--- src/rtl/isr_autopush.sv ---
// Parametrised input shift register with autopush threshold, explicit PUSH and a
// single-entry push slot toward the RX FIFO. Define ISR_BITREV_EN to add push_rev.
module isr_autopush #(
    parameter int WIDTH = 32,
    parameter int CW    = $clog2(WIDTH)
) (
    input  logic             clk,
    input  logic             reset_n,
    input  logic             penable,
    input  logic             op_set,
    input  logic             op_push,
    input  logic             op_shift,
    input  logic [WIDTH-1:0] din,
    input  logic [CW-1:0]    shift_amt,
    input  logic             dir,
    input  logic             autopush,
    input  logic [CW-1:0]    thresh,
    input  logic             push_iffull,
    input  logic             push_block,
`ifdef ISR_BITREV_EN
    input  logic             push_rev,
`endif
    output logic             stall,
    output logic [WIDTH-1:0] dout,
    output logic [CW:0]      count,
    output logic             push_valid,
    output logic [WIDTH-1:0] push_data,
    input  logic             push_ready
);

    localparam logic [CW:0]   FULL  = (CW+1)'(WIDTH);
    localparam logic [CW+1:0] FULL2 = (CW+2)'(WIDTH);

    logic [WIDTH-1:0]   shift_reg;
    logic [CW:0]        n, t;
    logic [CW+1:0]      sum;
    logic [CW:0]        cnt_nxt;
    logic [2*WIDTH-1:0] cat_sh;
    logic [WIDTH-1:0]   mask, next_reg;
    logic               slot_free, load;
    logic [WIDTH-1:0]   load_val, slot_val, reg_d;
    logic [CW:0]        cnt_d;

    assign dout = shift_reg;

    // Zero in the shift and threshold fields both encode a full word.
    assign n = (shift_amt == '0) ? FULL : {1'b0, shift_amt};
    assign t = (thresh == '0) ? FULL : {1'b0, thresh};

    assign sum     = {1'b0, count} + {1'b0, n};
    assign cnt_nxt = (sum >= FULL2) ? FULL : sum[CW:0];

    assign cat_sh = {din, shift_reg} >> n;
    assign mask   = ~({WIDTH{1'b1}} << n);

    always_comb begin
        if (dir) next_reg = cat_sh[WIDTH-1:0];
        else     next_reg = (shift_reg << n) | (din & mask);
    end

    // The slot can be drained and refilled on the same edge.
    assign slot_free = !push_valid || push_ready;

    always_comb begin
        stall    = 1'b0;
        load     = 1'b0;
        load_val = shift_reg;
        reg_d    = shift_reg;
        cnt_d    = count;
        if (penable) begin
            if (op_set) begin
                reg_d = din;
                cnt_d = '0;
            end else if (op_push) begin
                if (!(push_iffull && (count < t))) begin
                    if (slot_free) begin
                        load     = 1'b1;
                        load_val = shift_reg;
                        reg_d    = '0;
                        cnt_d    = '0;
                    end else if (push_block) begin
                        stall = 1'b1;
                    end else begin
                        reg_d = '0;
                        cnt_d = '0;
                    end
                end
            end else if (op_shift) begin
                if (!autopush || (cnt_nxt < t)) begin
                    reg_d = next_reg;
                    cnt_d = cnt_nxt;
                end else if (slot_free) begin
                    load     = 1'b1;
                    load_val = next_reg;
                    reg_d    = '0;
                    cnt_d    = '0;
                end else begin
                    stall = 1'b1;
                end
            end
        end
    end

`ifdef ISR_BITREV_EN
    always_comb begin
        slot_val = load_val;
        if (push_rev)
            for (int i = 0; i < WIDTH; i++) slot_val[i] = load_val[WIDTH-1-i];
    end
`else
    assign slot_val = load_val;
`endif

    always_ff @(posedge clk) begin
        if (!reset_n) begin
            shift_reg  <= '0;
            count      <= '0;
            push_valid <= 1'b0;
            push_data  <= '0;
        end else begin
            shift_reg <= reg_d;
            count     <= cnt_d;
            if (load) begin
                push_valid <= 1'b1;
                push_data  <= slot_val;
            end else if (push_valid && push_ready) begin
                push_valid <= 1'b0;
            end
        end
    end

endmodule

--- config.mk ---
export PLATFORM = sky130hd
export DESIGN_NAME = isr_autopush
export DESIGN_NICKNAME = d
export VERILOG_FILES = /design/src/rtl/isr_autopush.sv
export SDC_FILE = /design/constraint.sdc
export NUM_CORES = 1
export LEC_CHECK = 0
export ABC_AREA = 1
export CELL_PAD_IN_SITES_DETAIL_PLACEMENT = 1
export CELL_PAD_IN_SITES_GLOBAL_PLACEMENT = 1
export CORE_MARGIN = 3
export CORE_UTILIZATION = 35
export CTS_CLUSTER_DIAMETER = 100
export DETAILED_ROUTE_END_ITERATION = 6
export PLACE_DENSITY = 0.88
export SETUP_SLACK_MARGIN = 0.4
export SLEW_MARGIN = 5
export SYNTH_ARGS = -nofsm -noshare
export SYNTH_HDL_FRONTEND = slang
export SYNTH_SLANG_ARGS = --single-unit
--- constraint.sdc ---
create_clock -name clk -period 7.19 [get_ports clk]
set_input_delay 1.438 -clock clk [delete_from_list [all_inputs] [get_ports clk]]
set_output_delay 1.438 -clock clk [all_outputs]
set_load 0.05 [all_outputs]
After elaboration in Yosys (flattened, before gate mapping)
Index checks and enable logic that the tools add are counted.

storage, ports and cells
  bits of input ports = 53
  bits in latches = 0
  RAM bits = 0
  bits in registers = 71
  output and inout port bits = 72
  word-level logic and storage cells = 72
  memories = 0
  memory bits (read-only) = 0

operators by class
  shift operators = 3
  $mul = 0
  bitwise operators = 3
  eq/ne operators = 2
  reductions and logical operators = 12
  add/subtract/negate cells = 1
  magnitude comparators = 3
  divide/modulo/power cells = 0
  multiplexer cells = 44

operators with widths
  kind                                                  number
  2-to-1 mux 32 bit                                     15
  2-to-1 mux 6 bit                                      11
  >> shifter 64 x 6 -> 32 bit                           1
  bitwise AND 32 bit                                    1
  NOT 32 bit                                            1
  bitwise OR 32 bit                                     1
  << shifter 32 x 6 -> 32 bit                           1
  << shifter 32 x 6 -> 32 bit (first input constant)    1
  2-to-1 mux 1 bit                                      18
  < comparator 6 bit                                    2
  zero test 5 bit                                       2
  adder 6 x 6 -> 7 bit                                  1
  >= comparator 7 x 6 -> 1 bit (second input constant)  1
  AND reduction 5 bit                                   1
  != test 4 x 3 -> 1 bit (second input constant)        1
  nonzero test 4 bit                                    1
  != test 3 bit (second input constant)                 1
  nonzero test 3 bit                                    1
  logical AND 1 bit                                     2
  zero test 1 bit                                       2
  logical OR 1 bit                                      2
  nonzero test 2 bit                                    1

Longest topological paths before layout
  depth in word-level cells = 13
  depth in mapped cells = 27

Worst setup path after synthesis
No wires, ideal clock.

  path kind = input -> output
  start point = input shift_amt[2]
  end point = output stall
  setup slack = 848 ps
  arrival time = 4904 ps
  required time = 5752 ps
  stages = 22
  path through = buf_6 > inv_4 > nand2_4 > nor2_4 > nand2_1 > nor2_1 > buf_2 > ha_1 > a21oi_1 > nand2_1 > nor2_1 > nand2_1 > nor3_1 > ha_1 > nand2_1 > nor2_1 > nand2_2 > nand2_4 > nand2_4 > inv_1 > nand4_1 > a21oi_1

between the ends
  word-level cells in the longest chain between the ends = 12

ends and longest elaborated chain
  element                       line  RTL
  start, declared               14    input logic [CW-1:0] shift_amt,
  zero test 5 bit               47    assign n = (shift_amt == '0) ? FULL : {1'b0, shift_amt};
  2-to-1 mux 6 bit *            47
  adder 6 x 6 -> 7 bit *        50    assign sum = {1'b0, count} + {1'b0, n};
  >= comparator 7 x 6 -> 1 bit  51    assign cnt_nxt = (sum >= FULL2) ? FULL : sum[CW:0];
  2-to-1 mux 6 bit *            51
  < comparator 6 bit *          89    if (!autopush || (cnt_nxt < t)) begin
  logical OR 1 bit *            89
  2-to-1 mux 1 bit *            89
  2-to-1 mux 1 bit *            88    end else if (op_shift) begin
  2-to-1 mux 1 bit *            74    end else if (op_push) begin
  2-to-1 mux 1 bit *            71    if (op_set) begin
  2-to-1 mux 1 bit *            70    if (penable) begin
  end, declared                 23    output logic stall,

Mark *: on every way between the ends. The rest lies on a longest branch, timed or not.

Final worst setup path
  start point = input shift_amt[1]
  end point = output stall

The elaborated chain is that of the path after synthesis.

==> flow_summary.ini <==
[sta]
fin_crit_sh_pct = 88.5
max_freq_mhz = 157
hold_violations = 0
hold_ws_ns = 0.499
max_slew_margin_pct = 23.2
fin_skew_ns = 0.0164
setup_tns_ns = 0
worstMarginPinSlew_ns = 1.15
report.final.slew_viol_count = 0
layout_setup_ws_ns = 0.830
setup_viol = 0
fin_crit_ns = 6.36
rsz0062_at_grt = false

[routing]
vias = 12800
drcViolationCount = 0
wl_um = 52400
drt-vias-per-instance = 5.91
drt-initial-drc-count = 1386
antenna_left = 0
route.detailed.wl_per_inst_um = 24.3
drt_pass1_iterations = 5

[logic_synthesis]
synthFlopType = dfxtp_1
seq_area_frac_synth_pct = 15.3
synth_cell_types = 47
synth.avg_cell_area_um2 = 5.23
asyncSetResetFlopFracSynth_pct = 0
synthCells = 1778
synth-edff-count = 0
synth_largest_area_cell = nand2_1
yosysTopAreaCellShare_pct = 27.3
synth_area_leaders = nand2_1, dfxtp_1, nor2_1, nand3_1, o21ai_1
netlist_area_mm2 = 0.00931
synth_fp_nets = 1845
synth_warnings = 0
ys_top_cells_by_count = nand2_1, nor2_1, nand3_1
ys_seq_elements = 71
synth.most_common_cell = nand2_1

[cells_and_area]
fin_cells = 2158
fillers = 3747
drive_above_1_share_pct = 4.44
syn_to_final_growth_pct = 16.5
final_nets = 1885
num_antenna_cells = 0

[flow_run]
maxCapViolations = 0

[worst_hold_path]
hp-class = register to register

[global_routing]
busiest_layer = met2
grt_antenna_before_repair = 0
gr-total-overflow = 0
grt_util_met3_pct = 6.75
grt_pass1_wl_um = 78000
met1_usage_pct = 48.0
grt.total_usage_pct = 35.7
grt_max_degree = 90
grt_pass1_vias = 12700
use_met2_pct = 55.0

[place]
gp_congestion = 1.04
dpl.cell_count = 2142
dp_worst_setup_slack_ns = 0.879
port_buffers = 124
dp_hpwl_um = 40500

[worst_setup_path]
path_max_fanout = 8
criticalPathCategory = primary input to output pin
crit_top_cell = nand2_1
critical-path-top-delay-family = simple AND/OR/NAND/NOR gates
endpoint_kind = output pin
arrival_ns = 4.92
max_stage_delay_ns = 0.35
cp_slowest_cell = a211oi_1
required_ns = 5.75
crit_chain = buf_2 > inv_2 > nand2_4 > nor2_4 > nand2_1 > nor2_1 > ha_1 > a21oi_1 > nand2_1 > nor2_1 > nand2_1 > inv_1 > nand2_1 > inv_1 > ha_1 > a21oi_1 > nor2_1 > a211oi_1 > nand2_4 > nand2_4 > inv_1 > nand4_1 > a21oi_1 > buf_4
reg2reg_slack_ns = 3.04
critPathBufInv = 6
crit_path_start_kind = primary input

[power_and_ir_drop]
vdd_drop_max_v = 0.000119
p_leak_uw = 0.00499
finalPower_uw = 1890
powerDensity_mw_per_mm2 = 174

[floorplanning]
initial_core_util_pct = 35.7
dieArea_mm2 = 0.0286
core_area_mm2 = 0.0261
pin_count = 125
fp.dieW_um = 169
dieHeight_um = 169
row_count = 59

[clock_network]
cts-resized-gates = 0
clk_latency_ns = 0.36
root_buffer = clkbuf_16
htree_num_levels = 3
hold_buffers = 0
tritoncts = built
cts.clk_slew.worst_paths_ns = 0.06
cts_buffers = 9
clock-sinks = 71
post_cts_buffers = 0
cts_buffer_depth = 2

[run_status]
status = complete, no violations
-- state kept, by name, summed over array words and instances, names as in the netlist --
| name | count |
|---|---|
| push_valid | 1 |
| push_data | 32 |
| count | 6 |
| dout | 32 |
-- worst min-delay path: stages (launching register included) --
cell	delay, ns
dfxtp_1	0.32
nand3_1	0.07
a21oi_1	0.06
-- cell families after synthesis --
logic type	share of synthesized area, %
XOR/XNOR	0.0941
AND/OR/NAND/NOR	46.6
AO/OA/AOI/OAI	23.1
buffers and inverters	11.6
multiplexers	1.51
flip-flops	15.3
adder cells (fa/ha/maj)	1.88
-- path summary, 6_finish.rpt --
kind                              from                        end  depth (start not counted)
min reg2reg  push_data[4]$_SDFFE_PN0P_  push_data[4]$_SDFFE_PN0P_                          2
min          push_data[4]$_SDFFE_PN0P_  push_data[4]$_SDFFE_PN0P_                          2
max reg2reg      count[1]$_SDFFE_PN0P_       dout[5]$_SDFFE_PN0P_                         21
max                       shift_amt[1]                      stall                         24
-- report_power, final --
part	leakage (µW)	internal, µW	switching [µW]
logic	0.00425	260	665
registers	0.000581	420	34.4
clock network	0.000153	292	214
-- layout by cell type, fill, tap and decap left out, types with 7 or more instances in the layout --
cell type	count
a21oi_1	62
mux2i_1	14
nor2_1	198
o21ai_1	115
ha_1	14
nand4_1	18
or2_1	17
a31oi_1	9
buf_4	31
nand2_1	676
o2111ai_1	8
clkbuf_16	9
o211ai_1	51
nand3_1	119
o21ai_0	103
inv_2	7
inv_1	106
dfxtp_1	71
nor3_1	9
clkdlybuf4s50_1	118
-- per-stage QoR --
stage,utilization [%],cell area [µm²]
2_1_floorplan,-,9310
3_3_place_gp,40.4,10500
3_5_place_dp,40.4,10500
4_1_cts,41.6,10800
5_1_grt,41.6,10800
6_report,41.6,10800
-- cell type report --
cell class                 count  area [µm²]  share of cell area (%)
clock buffer                  11         253                    2.33
clock inverter                 5        63.8                   0.589
inverter                     115         434                    4.01
multi-input combinational   1468        6810                    62.9
sequential                    71        1420                    13.1
tap                          335         419                    3.87
timing repair buffer         153        1430                    13.2
-- per-layer routing --
metal	up-vias	share of wire, %
met5	-	0
met4	0	5.5
met3	122	8.8
met2	591	43
met1	6144	43
li1	5895	-
Note: power is estimated with default switching activity, not from simulation.
